**src/rtl/addrc_ctrl.sv**
```systemverilog
// Add-round-constant sequencer: per slice READ->LOAD->XOR->WRITE over 64 slices x NUM_ROUNDS rounds.
// Latency 2+256*NUM_ROUNDS cycles start-to-done; memory backpressure stretches READ until mem_ack.
module addrc_ctrl #(
  parameter int NUM_ROUNDS = 24,
  parameter int ROUND_W    = 5
) (
  input  logic               clk,
  input  logic               rst,
  input  logic               start,
  input  logic               cnt_co_64,
  input  logic [5:0]         cnt_value,
  input  logic               mem_ack,
  output logic               cnt_en_64,
  output logic               cnt_rst_64,
  output logic               inreg_en,
  output logic               xor_en,
  output logic               mem_req,
  output logic               mem_wr,
  output logic [5:0]         mem_addr,
  output logic [ROUND_W-1:0] round_idx,
  output logic               busy,
  output logic               done
);

  typedef enum logic [2:0] {
    S_IDLE,
    S_INIT,
    S_READ,
    S_LOAD,
    S_XOR,
    S_WRITE,
    S_DONE
  } state_t;

  localparam logic [ROUND_W-1:0] LAST_ROUND = ROUND_W'(NUM_ROUNDS - 1);

  state_t state;
  state_t state_nxt;
  logic   last_round;

  assign last_round = (round_idx == LAST_ROUND);

  always_ff @(posedge clk) begin
    if (rst) begin
      state <= S_IDLE;
    end else begin
      state <= state_nxt;
    end
  end

  // Round index only advances on the slice-63 write; it holds after DONE until the next INIT.
  always_ff @(posedge clk) begin
    if (rst) begin
      round_idx <= '0;
    end else if (state == S_INIT) begin
      round_idx <= '0;
    end else if (state == S_WRITE && cnt_co_64 && !last_round) begin
      round_idx <= round_idx + ROUND_W'(1);
    end
  end

  always_comb begin
    state_nxt = state;
    case (state)
      S_IDLE:  if (start) state_nxt = S_INIT;
      S_INIT:  state_nxt = S_READ;
      S_READ:  if (mem_ack) state_nxt = S_LOAD;
      S_LOAD:  state_nxt = S_XOR;
      S_XOR:   state_nxt = S_WRITE;
      S_WRITE: begin
        if (cnt_co_64 && last_round) begin
          state_nxt = S_DONE;
        end else begin
          state_nxt = S_READ;
        end
      end
      S_DONE:  state_nxt = S_IDLE;
      default: state_nxt = S_IDLE;
    endcase
  end

  always_comb begin
    cnt_en_64  = 1'b0;
    cnt_rst_64 = 1'b0;
    inreg_en   = 1'b0;
    xor_en     = 1'b0;
    mem_req    = 1'b0;
    mem_wr     = 1'b0;
    busy       = 1'b1;
    done       = 1'b0;
    case (state)
      S_IDLE:  busy = 1'b0;
      S_INIT:  cnt_rst_64 = 1'b1;
      S_READ:  mem_req = 1'b1;
      S_LOAD:  inreg_en = 1'b1;
      S_XOR:   xor_en = 1'b1;
      S_WRITE: begin
        mem_wr    = 1'b1;
        cnt_en_64 = 1'b1;
      end
      S_DONE:  done = 1'b1;
      default: busy = 1'b0;
    endcase
  end

  // Address follows the datapath counter, but is quiet when memory is not being accessed.
  assign mem_addr = (mem_req || mem_wr) ? cnt_value : 6'd0;

endmodule

```
**config.mk**
```make
export PLATFORM = sky130hd
export DESIGN_NAME = addrc_ctrl
export DESIGN_NICKNAME = d
export VERILOG_FILES = /design/src/rtl/addrc_ctrl.sv
export SDC_FILE = /design/constraint.sdc
export NUM_CORES = 1
export LEC_CHECK = 0
export CORE_MARGIN = 3
export CORE_UTILIZATION = 38
export DETAILED_ROUTE_END_ITERATION = 10
export PLACE_DENSITY = 0.86
export REMOVE_ABC_BUFFERS = 1
export SKIP_LAST_GASP = 1
export SLEW_MARGIN = 20
export SYNTH_ARGS = -nofsm -noshare
export SYNTH_HDL_FRONTEND = slang
export SYNTH_SLANG_ARGS = --single-unit
```
**constraint.sdc**
```tcl
create_clock -name clk -period 3.1 [get_ports clk]
set_input_delay 0.31 -clock clk [delete_from_list [all_inputs] [get_ports clk]]
set_output_delay 0.31 -clock clk [all_outputs]
set_load 0.02 [all_outputs]
```
### Word level (Yosys, flattened, before mapping)

Cells that the tools add are included.

| word-level totals | value |
|---|---|
| flip-flop bits (word level) | 8 |
| logic and storage cells | 33 |

| cells by class | value |
|---|---|
| $add $sub $neg | 1 |
| eq/ne operators | 9 |
| multiplexer cells | 12 |
| reductions and logical operators | 9 |

Operators with widths:

| operator | number |
|---|---|
| $pmux 3 s6 | 1 |
| $eq 3x3->1 const B | 3 |
| $mux 3 | 3 |
| $mux 1 | 7 |
| $eq 3x2->1 const B | 2 |
| $mux 6 | 1 |
| $reduce_or 6->1 | 1 |
| $add 5x1->5 const B | 1 |
| $eq 5x5->1 const B | 1 |
| $ne 2x2->1 const B | 2 |
| $eq 3x1->1 const B | 1 |
| $logic_and 1x1->1 | 3 |
| $logic_not 3->1 | 1 |
| $reduce_and 2->1 | 1 |
| $reduce_or 2->1 | 1 |
| $logic_not 1->1 | 1 |
| $logic_or 1x1->1 | 1 |

### Logic depth before layout (Yosys ltp)

Gate-level depths: netlist of run 1.

| logic depth | value |
|---|---|
| depth after elaboration | 4 |
| mapped depth | 5 |

### Worst setup path after synthesis of run 1

No wires, ideal clock.

| timing | value |
|---|---|
| path kind | reg2out |
| start | reg state[2] |
| end | out mem_addr[0] |
| arrival time | 1.549 ns |
| data required time | 2.790 ns |
| slack | 1.241 ns |
| stages on the path, launching flop included | 5 |
| path through | dfxtp_1 > buf_2 > nor3b_1 > or2_1 > and2_1 |

| on the way | value |
|---|---|
| word-level cells in the longest chain between the ends | 4 |
| elaborated cells on any way between the ends | 6 |
| those cells by class | 2 x eq/ne; 3 x mux; 1 x reduce/logical |

Ends and longest elaborated chain:

| what | line | text |
|---|---|---|
| from (decl) | 37 | `state_t state;` |
| from (signal assigned) | 47 | `state <= state_nxt;` |
| $eq 3x2->1 | 91 | `case (state)` |
| $mux 1 | 91 |  |
| net mem_req | 17 | `output logic mem_req,` |
| $logic_or 1x1->1 | 107 | `assign mem_addr = (mem_req \|\| mem_wr) ? cnt_value : 6'd0;` |
| $mux 6 | 107 |  |
| to (decl) | 19 | `output logic [5:0] mem_addr,` |

The timed path passes the listed nets, and every way through them passes these cells.

### Worst setup path after layout of run 1

| timing | value |
|---|---|
| start | reg state[1] |
| end | out mem_addr[1] |

| on the way | value |
|---|---|
| word-level cells in the longest chain between the ends | 4 |
| elaborated cells on any way between the ends | 6 |
| those cells by class | 2 x eq/ne; 3 x mux; 1 x reduce/logical |

Ends and longest elaborated chain:

| what | line |
|---|---|
| $eq 3x2->1 / $eq 3x3->1 (equally long branches) | 91 |
| $mux 1 | 91 |
| $logic_or 1x1->1 (*) | 107 |
| $mux 6 (*) | 107 |

Mark *: on every way between the ends. The rest lies on a longest branch, timed or not.

==> results of run 1 <==
## cell usage after synthesis
cell and count:
or2_1 1, nand3_1 2, buf_6 1, buf_2 3, a211oi_1 1, and3b_1 3
and3_1 1, nand3b_1 1, or3_1 3, nand2b_1 1, nor2_1 2, or2_2 1
ha_1 1, nor2b_1 1, o21ai_0 4, dfxtp_1 8, nand4b_1 1, buf_4 1
a2111oi_0 2, a21oi_1 6, nor3_1 1, a311oi_1 1, nor3b_1 3, o21ba_2 1
and2_1 6, or4_1 1, and4b_1 2
## worst paths after layout
kind	from	end	slack, ns	cells after the start
min	round_idx[4]	round_idx[4]	0.51	2
max reg2reg	state[2]	round_idx[3]	1.50	3
max	state[1]	mem_addr[1]	0.69	4
min reg2reg	round_idx[4]	round_idx[4]	0.51	2
## layer usage
layer / vias to the layer above / part of all wire (%) / GRT usage, %
met2: 12 / 52 / 24.0
met4: 0 / 1.5 / 11.2
met3: 2 / 2.9 / 3.43
met5: - / 0 / 0
li1: 278 / - / -
met1: 237 / 44 / 20.7
## sequential cells by signal (all words and copies together), names as in the netlist
name / cells
round_idx: 5
state: 3
## through the flow
stage | cell area, µm² | hold slack (ns) | util (%)
floorplan | 469 | 0.402 | -
global placement | 777 | 0.482 | 66.3
detailed placement | 777 | 0.511 | 66.3
CTS | 800 | 0.515 | 68.3
global route | 800 | 0.558 | 68.3
finish | 800 | 0.507 | 68.3
## area by class of cell
class / count / area [µm²] / share of cell area, %
multi-input cells: 46 / 309 / 38.7
repair buffers: 29 / 290 / 36.3
flip-flops and latches: 8 / 160 / 20.0
clock buffers: 3 / 22.5 / 2.82
well taps: 14 / 17.5 / 2.19
## power groups by stage
stage          logic, mW  registers (mW)  clock network [mW]
4_1_cts           0.0827           0.118              0.0830
2_1_floorplan     0.0414           0.117                   0
5_1_grt           0.0874           0.120              0.0900
6_report          0.0817           0.118              0.0802
3_5_place_dp      0.0823           0.120                   0
3_3_place_gp      0.0811           0.119                   0
## kinds of logic (layout without fill, tap and decap cells)
kind of cell,after synthesis,count (layout),share of synthesized area (%)
buffers and inverters,5,32,6.72
flip-flops,8,8,31.8
AO/OA/AOI/OAI,15,15,18.7
adder cells (fa/ha/maj),1,1,2.49
AND/OR/NAND/NOR,30,30,40.3
## worst max-delay path, stage by stage, from the launching register on
cell             delay [ns]
dfxtp_1                0.55
nor3b_1                0.34
or2_1                  0.22
and2_1                 0.14
clkdlybuf4s50_1        0.60
==> results.yml, run 1 <==
synthesis:
  postSynthCellCount: 59
  synth.distinct_cells: 27
  syn_area_um2: 503
  synthTopCellsByArea: "dfxtp_1 32%, and2_1 7.5%, a21oi_1 6.0%"
  seq_area_frac_synth_pct: 31.8
  avgSynthCellArea_um2: 8.53
  synth_top_area_cell: "dfxtp_1"
  yosys_warnings: 0
  ys_ff_latch: 8
  synth_top_area_share_pct: 31.8
routing:
  totalWireLength_um: 1280
  first_pass_iters: 4
  wl_per_cell_um: 12.8
  drc: 0
  via_per_inst: 5.29
  vias: 529
  drt_iter0_drc: 5
  final_antenna_net_count: 0
critical_path:
  critPathKind: "flop to primary output"
  worstPathRequired_ns: 2.79
  start_kind: "flop"
  crit_fanout: 15
  arrival_ns: 2.10
  endpoint_kind: "primary output"
clock_network:
  insertion_delay_ns: 0.25
  holdBufCountCts: 0
  clock_path_buffers: 2
  postCtsSetupRepairBufs: 0
  clock-sinks: 8
  clk_pin_slew_ns: 0.06
  cts_tree: "done"
  numCtsBuffers: 3
  cts_resized: 0
  htree_levels: 1
  root_buffer: "clkbuf_4"
pwr:
  peakVddDrop_uv: 281
  pwr-share-seq_pct: 42.1
  finalPower_uw: 280
  p_leak_nw: 0.297
  internal_power_uw: 198
  power_frac_comb_pct: 29.2
  switching_share_pct: 29.3
  switchingPower_uw: 82.0
  p_clk_share_pct: 28.7
  p_per_area_nw_per_um2: 350
placed_design:
  placedCellCount: 97
  portBuffers: 29
  gp_congestion: 0.728
  place_ws_ns: 0.955
cells_and_area:
  final_common_cell: "clkdlybuf4s50_1"
  final_cell_mix: "29 x clkdlybuf4s50_1, 8 x dfxtp_1, 6 x and2_1, 6 x a21oi_1, 4 x o21ai_0"
  syn_to_final_growth_pct: 59.0
  fin_nets: 100
  num_antenna_cells: 0
  final_cells: 100
  drive_above_1_share_pct: 5.81
  fillerInstances: 104
timing:
  setup_viol: 0
  timing.final.crit_period_ns: 2.41
  fin_skew_ns: 0.00673
  fin_ws_ns: 0.691
  max_freq_ghz: 0.415
  slew_violations: 0
  worst_slew_pin_slew_ns: 0.348
  rsz0062_at_grt: "false"
  tns_ns: 0
  slew_headroom_pct: 76.2
  min_period_over_period_pct: 77.7
  hold_violations: 0
global_routing:
  antenna_found_initial: 0
  grtUsageTotal_pct: 16.3
  grt.overflow.total: 0
  grt_max_degree: 16
  grt_pass1_wl_um: 2240
  grt_pass1_vias: 496
floorplan:
  dieArea_um2: 1800
  fp.dieW_um: 42.4
  initial_core_util_pct: 42.9
  num_rows: 12
  core_um2: 1170
  ioPinCount: 30
  die_h_um: 42.4
outcome:
  outcome: "finished clean"
run:
  drv_cap: 0
worst_hold_path:
  hp-class: "flop to flop"
Note: power is estimated with default switching activity, not from simulation.
==> run 2, diff against run 1 <==
--- a/config.mk
+++ b/config.mk
@@ -6,9 +6,9 @@
 export NUM_CORES = 1
 export LEC_CHECK = 0
 export CORE_MARGIN = 3
-export CORE_UTILIZATION = 38
+export CORE_UTILIZATION = 32
 export DETAILED_ROUTE_END_ITERATION = 10
-export PLACE_DENSITY = 0.86
+export PLACE_DENSITY = 0.78
 export REMOVE_ABC_BUFFERS = 1
 export SKIP_LAST_GASP = 1
 export SLEW_MARGIN = 20
==> constraint.sdc (replaced) <==
create_clock -name clk -period 2.05 [get_ports clk]
set_input_delay 0.205 -clock clk [delete_from_list [all_inputs] [get_ports clk]]
set_output_delay 0.205 -clock clk [all_outputs]
set_load 0.02 [all_outputs]
==> results.yml, run 2 (same netlist as run 1, synthesis figures left out) <==
clock_network:
  clock_path_buffers: 2
  postCtsSetupRepairBufs: 0
  clock-sinks: 8
  numCtsBuffers: 3
  cts_tree: "done"
  htree_levels: 1
  clk_pin_slew_ns: 0.06
  holdBufCountCts: 0
  insertion_delay_ns: 0.25
  root_buffer: "clkbuf_4"
cells_and_area:
  syn_to_final_growth_pct: 64.9
  final_common_cell: "clkdlybuf4s50_1"
  final_cell_mix: "23 x clkdlybuf4s50_1, 6 x and2_1, 6 x a21oi_1, 6 x dfxtp_1, 5 x dlymetal6s2s_1"
  num_antenna_cells: 0
  largest_registers: "round_idx (5), state (3)"
  fin_nets: 102
  drive_above_1_share_pct: 10.2
  largest_reg_flops: 5
  largest-register: "round_idx"
pwr:
  p_per_area_nw_per_um2: 516
  peakVddDrop_uv: 328
  p_leak_nw: 0.401
global_routing:
  grt.overflow.total: 0
  grt_pass1_wl_um: 2050
  grt_max_degree: 14
  grtUsageTotal_pct: 13.4
  antenna_found_initial: 0
  grt_pass1_vias: 478
placed_design:
  dp_hpwl_um: 969
  place_ws_ns: 0.188
  portBuffers: 29
  gp_congestion: 0.755
critical_path:
  startpoint: "state[1]"
  r2r-start: "round_idx[0]"
  worstPathRequired_ns: 1.85
  reg2reg_slack_ns: 0.48
  r2r_cells: 4
  rr_endpoint: "round_idx[3]"
  arrival_ns: 1.68
  cp_slowest_cell: "clkdlybuf4s50_1"
  path_cells: "buf_4 > nor3b_1 > clkdlybuf4s50_1"
  crit_fanout: 13
  critPathMaxStageDelay_ns: 0.66
  critPathKind: "flop to primary output"
  start_kind: "flop"
  endpoint_kind: "primary output"
timing:
  fin_ws_ns: 0.168
  fin_skew_ns: 0.00237
  slew_headroom_pct: 77.7
  max_freq_ghz: 0.531
  timing.final.crit_period_ns: 1.88
  tns_ns: 0
  worst_slew_pin_slew_ns: 0.327
  slew_violations: 0
  rsz0062_at_grt: "false"
  hold_violations: 0
  min_period_over_period_pct: 91.8
  setup_viol: 0
worst_hold_path:
  hp-class: "flop to flop"
  min_to: "round_idx[4]"
  worstHoldPathCells: 2
  worstHoldStart: "round_idx[4]"
routing:
  via_per_inst: 5.30
  drt_iter0_drc: 12
  totalWireLength_um: 1280
  wl_per_cell_um: 12.4
  vias: 546
  drc: 0
  first_pass_iters: 4
  final_antenna_net_count: 0
run:
  drv_cap: 0
floorplan:
  initial_core_util_pct: 36.4
  fp.dieW_um: 45.6
  num_rows: 13
  core_um2: 1380
  dieArea_um2: 2080
  ioPinCount: 30
  die_h_um: 45.6
outcome:
  outcome: "finished clean"
[run 2: cell count changes in the layout (fill, tap and decap cells not counted)]
cell / previous run / this run
dfxtp_2: 0 / 2
buf_4: 0 / 2
dfxtp_1: 8 / 6
dlygate4sd2_1: 0 / 1
dlymetal6s2s_1: 0 / 5
clkdlybuf4s50_1: 29 / 23
[run 2: through the flow]
step                      cell area (µm²)  power (mW)  cells  hold slack, ns  utilization, %
final                                 830       0.428    103           0.504            60.0
after detailed placement              793       0.313    100           0.497            57.4
after floorplan                       469       0.240     54           0.297               -
after CTS                             817       0.434    103           0.504            59.1
after global placement                793       0.311    100           0.479            57.4
after global routing                  830       0.453    103           0.526            60.0
[run 2: worst max-delay path: cells and delay by family (launching register included)]
kind / cells / cell delay (ns)
buffers and inverters: 2 / 0.83
and+or+nand+nor: 1 / 0.28
DFF: 1 / 0.31
[run 2: what timing repair did]
action | 4_1_cts | 5_1_grt
setup endpoints to repair | 6 | 5
resized for setup | 3 | 5
pin swaps | 0 | 1
[run 2: how the worst max path moves through the flow]
stage,endpoint,depth (start not counted)
after floorplan,mem_addr[0],3
after global placement,mem_addr[3],4
after detailed placement,mem_addr[3],4
after CTS,mem_addr[2],4
after global routing,xor_en,3
final,cnt_rst_64,3
[run 2: final cells by class]
type	instances	area [µm²]
Clock buffer	3	22.5
Fill cell	124	553
Multi-Input combinational cell	46	309
Sequential cell	8	163
Tap cell	15	18.8
Timing Repair Buffer	31	317
[run 2: per-layer routing]
layer	share of wire, %	vias to the layer above	track usage, %
li1	-	278	-
met1	46	240	17.6
met2	42	28	20.1
met3	12	0	3.16
met4	0	0	7.02
met5	0	-	0
[run 2: report_power, final]
part	total, mW	switching, mW	internal [mW]
combinational	0.135	0.0613	0.0740
clock	0.120	0.0533	0.0670
sequential	0.173	0.0102	0.162
==> run 3, diff against run 2 <==
--- a/config.mk
+++ b/config.mk
@@ -11,7 +11,7 @@
 export PLACE_DENSITY = 0.78
 export REMOVE_ABC_BUFFERS = 1
 export SKIP_LAST_GASP = 1
-export SLEW_MARGIN = 20
+export SLEW_MARGIN = 40
 export SYNTH_ARGS = -nofsm -noshare
 export SYNTH_HDL_FRONTEND = slang
 export SYNTH_SLANG_ARGS = --single-unit
==> results of run 3 <==
Same layout as run 2: the final DEF is identical, and so are final timing and power.
